==> config.mk <==
export PLATFORM = sky130hd
export DESIGN_NAME = vram_port_arbiter
export DESIGN_NICKNAME = d
export VERILOG_FILES = /design/src/rtl/nes_vram_pkg.sv /design/src/rtl/vram_rd_tag_pipe.sv /design/src/rtl/vram_port_arbiter.sv
export SDC_FILE = /design/constraint.sdc
export NUM_CORES = 1
export LEC_CHECK = 0
export CORE_ASPECT_RATIO = 1.2
export CORE_MARGIN = 5
export CORE_UTILIZATION = 39
export CTS_BUF_LIST = sky130_fd_sc_hd__clkbuf_4 sky130_fd_sc_hd__clkbuf_8
export DETAILED_ROUTE_END_ITERATION = 10
export PLACE_DENSITY = 0.78
export SYNTH_ARGS = -nofsm -noshare
export SYNTH_HDL_FRONTEND = slang
export SYNTH_HIERARCHICAL = 1
export SYNTH_SLANG_ARGS = --single-unit
==> constraint.sdc <==
create_clock -name clk -period 2.4 [get_ports clk]
set_clock_uncertainty 0.2 [all_clocks]
set_input_delay 0.48 -clock clk [delete_from_list [all_inputs] [get_ports clk]]
set_output_delay 0.48 -clock clk [all_outputs]
set_load 0.05 [all_outputs]
==> src/rtl/nes_vram_pkg.sv <==
// nes_vram_pkg: shared types for the VRAM port arbiter.
//   owner_e  : which requester owns an in-flight read (CPU or video)
//   rd_tag_t : per-read tag carried alongside the VRAM read latency
//   ADDR_W_DEF / DATA_W_DEF : default VRAM address / data widths
package nes_vram_pkg;

  localparam int unsigned ADDR_W_DEF = 16;
  localparam int unsigned DATA_W_DEF = 8;

  typedef enum logic {
    OWN_CPU = 1'b0,
    OWN_VID = 1'b1
  } owner_e;

  typedef struct packed {
    logic   valid;
    owner_e owner;
  } rd_tag_t;

endpackage

==> src/rtl/vram_rd_tag_pipe.sv <==
// vram_rd_tag_pipe: DEPTH-stage delay line of read tags, async active-high reset.
//   clk_i  : clock
//   rst_i  : asynchronous active-high reset, clears every stage
//   tag_i  : tag entering the pipe this cycle
//   tag_o  : tag leaving the pipe (tag_i delayed by DEPTH cycles)
module vram_rd_tag_pipe
  import nes_vram_pkg::*;
#(
  parameter int unsigned DEPTH = 2
) (
  input  logic    clk_i,
  input  logic    rst_i,
  input  rd_tag_t tag_i,
  output rd_tag_t tag_o
);

  rd_tag_t stage_q [DEPTH];

  always_ff @(posedge clk_i or posedge rst_i) begin
    if (rst_i) begin
      for (int unsigned i = 0; i < DEPTH; i++) begin
        stage_q[i] <= '0;
      end
    end else begin
      stage_q[0] <= tag_i;
      for (int unsigned i = 1; i < DEPTH; i++) begin
        stage_q[i] <= stage_q[i-1];
      end
    end
  end

  assign tag_o = stage_q[DEPTH-1];

endmodule

==> src/rtl/vram_port_arbiter.sv <==
// vram_port_arbiter: shares one single-port VRAM between the CPU Avalon-MM
// master and the video scanout fetcher. Video has priority; a starvation
// counter forces a CPU grant after CPU_MAX_WAIT consecutive blocked cycles.
//   clk, rst                         : clock, async active-high reset
//   cpu_address/read/write/writedata : CPU command (held while waitrequest=1)
//   cpu_waitrequest                  : combinational, command not accepted
//   cpu_readdata/readdatavalid       : registered CPU read return
//   vid_req/vid_addr                 : video read request
//   vid_ack                          : combinational, video request accepted
//   vid_data/vid_valid               : registered video read return
//   mem_addr/wdata/wren/rden         : registered VRAM command
//   mem_q                            : VRAM read data, RD_LAT after mem_rden
module vram_port_arbiter
  import nes_vram_pkg::*;
#(
  parameter int unsigned ADDR_W       = ADDR_W_DEF,
  parameter int unsigned DATA_W       = DATA_W_DEF,
  parameter int unsigned RD_LAT       = 2,
  parameter int unsigned CPU_MAX_WAIT = 4
) (
  input  logic              clk,
  input  logic              rst,
  input  logic [ADDR_W-1:0] cpu_address,
  input  logic              cpu_read,
  input  logic              cpu_write,
  input  logic [DATA_W-1:0] cpu_writedata,
  output logic              cpu_waitrequest,
  output logic [DATA_W-1:0] cpu_readdata,
  output logic              cpu_readdatavalid,
  input  logic              vid_req,
  input  logic [ADDR_W-1:0] vid_addr,
  output logic              vid_ack,
  output logic [DATA_W-1:0] vid_data,
  output logic              vid_valid,
  output logic [ADDR_W-1:0] mem_addr,
  output logic [DATA_W-1:0] mem_wdata,
  output logic              mem_wren,
  output logic              mem_rden,
  input  logic [DATA_W-1:0] mem_q
);

  localparam int unsigned STARVE_W = $clog2(CPU_MAX_WAIT + 1);
  localparam logic [STARVE_W-1:0] STARVE_MAX = STARVE_W'(CPU_MAX_WAIT);

  logic                cpu_req, cpu_grant, vid_grant;
  logic [STARVE_W-1:0] starve_q, starve_d;

  logic [ADDR_W-1:0] mem_addr_q, mem_addr_d;
  logic [DATA_W-1:0] mem_wdata_q, mem_wdata_d;
  logic              mem_wren_q, mem_wren_d;
  logic              mem_rden_q, mem_rden_d;
  owner_e            cmd_owner_q, cmd_owner_d;

  logic [DATA_W-1:0] cpu_readdata_q, vid_data_q;
  logic              cpu_rdv_q, vid_valid_q;

  rd_tag_t tag_in, tag_out;

  // Grants are masked by rst so nothing is accepted while in reset.
  assign cpu_req   = cpu_read | cpu_write;
  assign cpu_grant = ~rst & cpu_req & (~vid_req | (starve_q == STARVE_MAX));
  assign vid_grant = ~rst & vid_req & ~cpu_grant;

  assign cpu_waitrequest = rst | (cpu_req & ~cpu_grant);
  assign vid_ack         = vid_req & vid_grant;

  always_comb begin
    starve_d = starve_q;
    if (!cpu_req || cpu_grant) begin
      starve_d = '0;
    end else if (starve_q != STARVE_MAX) begin
      starve_d = starve_q + 1'b1;
    end
  end

  // Read+write together is treated as a write with no read return.
  always_comb begin
    mem_addr_d  = mem_addr_q;
    mem_wdata_d = mem_wdata_q;
    mem_wren_d  = 1'b0;
    mem_rden_d  = 1'b0;
    cmd_owner_d = OWN_CPU;
    if (vid_grant) begin
      mem_addr_d  = vid_addr;
      mem_rden_d  = 1'b1;
      cmd_owner_d = OWN_VID;
    end else if (cpu_grant) begin
      mem_addr_d = cpu_address;
      if (cpu_write) begin
        mem_wdata_d = cpu_writedata;
        mem_wren_d  = 1'b1;
      end else begin
        mem_rden_d = 1'b1;
      end
    end
  end

  always_ff @(posedge clk or posedge rst) begin
    if (rst) begin
      starve_q    <= '0;
      mem_addr_q  <= '0;
      mem_wdata_q <= '0;
      mem_wren_q  <= 1'b0;
      mem_rden_q  <= 1'b0;
      cmd_owner_q <= OWN_CPU;
    end else begin
      starve_q    <= starve_d;
      mem_addr_q  <= mem_addr_d;
      mem_wdata_q <= mem_wdata_d;
      mem_wren_q  <= mem_wren_d;
      mem_rden_q  <= mem_rden_d;
      cmd_owner_q <= cmd_owner_d;
    end
  end

  // Tag enters alongside mem_rden, so it reaches the tail when mem_q is valid.
  assign tag_in = rd_tag_t'{valid: mem_rden_q, owner: cmd_owner_q};

  vram_rd_tag_pipe #(
    .DEPTH (RD_LAT)
  ) u_tag_pipe (
    .clk_i (clk),
    .rst_i (rst),
    .tag_i (tag_in),
    .tag_o (tag_out)
  );

  always_ff @(posedge clk or posedge rst) begin
    if (rst) begin
      cpu_readdata_q <= '0;
      vid_data_q     <= '0;
      cpu_rdv_q      <= 1'b0;
      vid_valid_q    <= 1'b0;
    end else begin
      cpu_rdv_q   <= 1'b0;
      vid_valid_q <= 1'b0;
      if (tag_out.valid) begin
        if (tag_out.owner == OWN_CPU) begin
          cpu_readdata_q <= mem_q;
          cpu_rdv_q      <= 1'b1;
        end else begin
          vid_data_q  <= mem_q;
          vid_valid_q <= 1'b1;
        end
      end
    end
  end

  assign mem_addr          = mem_addr_q;
  assign mem_wdata         = mem_wdata_q;
  assign mem_wren          = mem_wren_q;
  assign mem_rden          = mem_rden_q;
  assign cpu_readdata      = cpu_readdata_q;
  assign cpu_readdatavalid = cpu_rdv_q;
  assign vid_data          = vid_data_q;
  assign vid_valid         = vid_valid_q;

endmodule

==> metrics.md, run 1 <==
| Metric | Value |
|---|---|
| Run status | finished, final reports clean |
| Number of antenna violations at the first check in global routing | 0 |
| Synth Net Count | around 220 |
| Post-Syn Area | 0.00225 mm^2 |
| Clock slew seen by the registers of the worst setup and hold paths | ~0.090 ns |
| Max Transition Viols Final | 0 |
| Remaining global-route overflow | 0 |
| TritonCTS clock tree | yes |
| Static Leakage | ~1.4 nW |
| Routed wire length | roughly 5.7 mm |
| Dpl cell area | about 0.0034 mm^2 |
| Maxcap violations | 0 |
| Unrepaired setup endpoints after global routing | no |
| Floorplan row count | 30 |
| Highest attainable clock frequency | roughly 440 MHz |
| Share of synthesized flip-flops with an asynchronous set or reset | 100% |
| Leading cell type in the layout, fill and taps excluded | sky130_fd_sc_hd__clkdlybuf4s50_1 |
| Buffer type at the clock tree root | sky130_fd_sc_hd__clkbuf_8 |
| GP Congestion | 0.765 |
| Power per cell area | between 800 and 900 mW/mm^2 |
| Die height | between 90 and 100 um |
| Effective utilization at floorplan | 40.0% |
| Sinks on the clock net | 52 |
| Count of antenna diodes in the layout | 0 |
| Category of the worst setup path capture point | output pin |
| Overall die area | between 0.007 and 0.008 mm^2 |
| Number of search-and-repair iterations in the first detailed-routing pass | 4 |
| Warnings, synthesis | 6 |
| Post-CTS Hold Fix Bufs | 0 |
| Number of fill cells | between 400 and 500 |
| Data arrival time of the critical path | between 1.5 and 2 ns |
| Boundary Pins | roughly 100 |
| Count of flip-flops with a built-in enable after synthesis | 0 |
| Most frequent cells in the layout | sky130_fd_sc_hd__clkdlybuf4s50_1, sky130_fd_sc_hd__dfrtp_1, sky130_fd_sc_hd__mux2_2 |
| Final Net Count | 330 |
| Shortest clock period the worst path allows after layout | between 2 and 2.5 ns |
| Top fanout value on the critical path | 3 |
| Filler-free cell count of the finished design | 340 |
| Worst min-delay path category | primary input to asynchronous set/reset pin |
| Via count of the first global-routing pass | about 1,900 |
| Critical Path Start Type | primary input |
| Peak VDD IR | 0.582 mV |
| Global-route wire length before repair | around 9.6 mm |
| Post-detailed-route wirelength per cell | 16.8 um |
| Clock network latency to the later pin of the worst-skew pair | around 0.3 ns |
| Endpoint of the lowest-slack register-to-register path | mem_wdata[3] |
| Largest net degree at the start of global routing | roughly 50 |
| Count of cell types in the netlist | 25 |
| Total setup violations reported at the end of the flow | 0 |
| DRC violation total after the first TritonRoute iteration | between 60 and 70 |
| Depth of the worst register-to-register path | 6 |
| Vias after detailed routing | about 1,800 |
| Buffers inserted by post-CTS timing repair | 0 |
| H-Tree Level Count | 2 |
| Count of antenna-violating nets left after detailed routing | 0 |
| Worst Setup Path Type | primary input to output pin |
| Via-to-Cell Ratio | ~5.2 |
| Final core occ | roughly 61% |
| Global Route Usage Sum | roughly 16% |
| Mean instance size in the synthesized netlist | between 10 and 15 um^2 |
| Required time of the critical path | ~1.7 ns |
| Ys flop type | sky130_fd_sc_hd__dfrtp_1 |
| DP HPWL | between 4 and 5 mm |
| Synthesis-stage register bit count | 52 |
| Number of placed instances with taps included | between 300 and 400 |
| Worst r2r src | starve_q[0] |
| Area growth syn-to-layout | 53.4% |
| Share of the yosys chip area belonging to registers | 57.7% |
| Die Width | approximately 79 um |
| Area of the placeable core | ~0.0056 mm^2 |
| Proportion of layout cells with a drive suffix above 1 | a little over a fifth |
| Final non-filler cell area | between 0.003 and 0.004 mm^2 |
| Slew of the pin with the lowest slew margin | 0.603 ns |
| Buffer levels on the longest clock path | 2 |
| Number of failing hold endpoints at the final stage | 0 |
| CTS buffer count | 5 |
| Register-to-register setup slack | 0.52 ns |
| Period Utilization, post-route | ~96% |
| Synthesized instance count | around 170 |
| Number of remaining DRC errors | 0 |
| Slew headroom | between 50 and 60% |
| Number of buffers inserted by port buffering | 98 |
==> routing by layer <==
layer | wire (um) | vias to the layer above | GRT usage, %
li1 | - | 843 | -
met1 | 2390 | 848 | 20.6
met2 | 2910 | 53 | 27.7
met3 | 277 | 10 | 3.28
met4 | 125 | 0 | 5.87
met5 | 0 | - | 0
==> per-stage QoR <==
stage | total power, mW | setup WS [ns] | TNS (ns) | hold slack (ns)
floorplan | 2.02 | -0.118 | -0.118 | 0.0461
global placement | 2.49 | 0.111 | 0 | 0.134
detailed placement | 2.51 | 0.0963 | 0 | 0.139
CTS | 3.03 | 0.0246 | 0 | 0.154
global route | 3.14 | 0.0506 | 0 | 0.162
finish | 3.00 | 0.107 | 0 | 0.128
==> worst max-delay path by stage <==
stage | from | endpoint | slack, ns | cells after the start
floorplan | rst | cpu_waitrequest | -0.12 | 4
global placement | vid_req | cpu_waitrequest | 0.11 | 5
detailed placement | cpu_write | vid_ack | 0.1 | 4
CTS | starve_q[0] | cpu_waitrequest | 0.02 | 6
global route | cpu_write | vid_ack | 0.05 | 4
finish | cpu_write | vid_ack | 0.11 | 4
==> logic make-up after synthesis <==
kind of cell | Yosys count | synth area share, %
and+or+nand+nor | 18 | 4.66
xor gates and xnor gates | 1 | 0.389
DFF | 52 | 57.7
muxes | 24 | 12.0
buffers and inverters | 19 | 5.44
adders and majority gates | 2 | 1.11
AOI/OAI and AO/OA | 53 | 18.7
==> synth_stat cells, types with 2 or more instances <==
master	n	share of area, %
sky130_fd_sc_hd__buf_2	5	1.1
sky130_fd_sc_hd__mux2_2	23	11
sky130_fd_sc_hd__buf_4	4	1.3
sky130_fd_sc_hd__ha_1	2	1.1
sky130_fd_sc_hd__nor2_1	5	0.83
sky130_fd_sc_hd__nor3_1	2	0.44
sky130_fd_sc_hd__inv_1	6	1.0
sky130_fd_sc_hd__nand2b_1	2	0.55
sky130_fd_sc_hd__a311oi_1	16	6.2
sky130_fd_sc_hd__dfrtp_1	52	58
sky130_fd_sc_hd__a2bb2oi_1	16	6.2
sky130_fd_sc_hd__nand2_1	5	0.83
sky130_fd_sc_hd__o21ai_0	16	3.6
sky130_fd_sc_hd__buf_6	4	2.0
==> final cells by class <==
cell class / count / area (um^2) / share of cell area, %
Multi-Input combinational cell: 98 / 850 / 24.6
Clock buffer: 6 / 76.3 / 2.21
Clock inverter: 2 / 16.3 / 0.470
Tap cell: 64 / 80.1 / 2.32
Inverter: 6 / 26.3 / 0.760
Sequential cell: 52 / 1300 / 37.6
Timing Repair Buffer: 112 / 1110 / 32.1
==> report_power, final <==
group | leakage (nW) | switching (mW) | internal [mW] | total [mW]
sequential | 0.610 | 0.102 | 1.05 | 1.15
clock | 0.0448 | 0.289 | 0.219 | 0.509
combinational | 0.772 | 0.815 | 0.526 | 1.34
total | 1.43 | 1.21 | 1.79 | 3.00
==> registers in the layout (all words and copies together) (netlist names) <==
register            count
cmd_owner_q             1
cpu_readdata            8
cpu_readdatavalid       1
mem_addr               16
mem_rden                1
mem_wdata               8
mem_wren                1
starve_q                3
u_tag_pipe/stage_q      2
u_tag_pipe/tag_o        2
vid_data                8
vid_valid               1
==> repair_timing <==
item	4_1_cts	5_1_grt
endpoints found under the setup margin	1	1
gates cloned	0	0
gates resized for setup	1	3
==> worst max-delay path: stages <==
cell,delay [ns]
sky130_fd_sc_hd__clkdlybuf4s50_1,0.50
sky130_fd_sc_hd__o211a_4,0.29
sky130_fd_sc_hd__nor2_2,0.18
sky130_fd_sc_hd__buf_12,0.16
Power figures use the tool's default switching activity.
==> inputs of run 2 (changes only) <==
- ABC_CLOCK_PERIOD_IN_PS: unset -> 2400
==> results of run 2 <==
Final layout, timing and power as in run 1 (identical DEF).
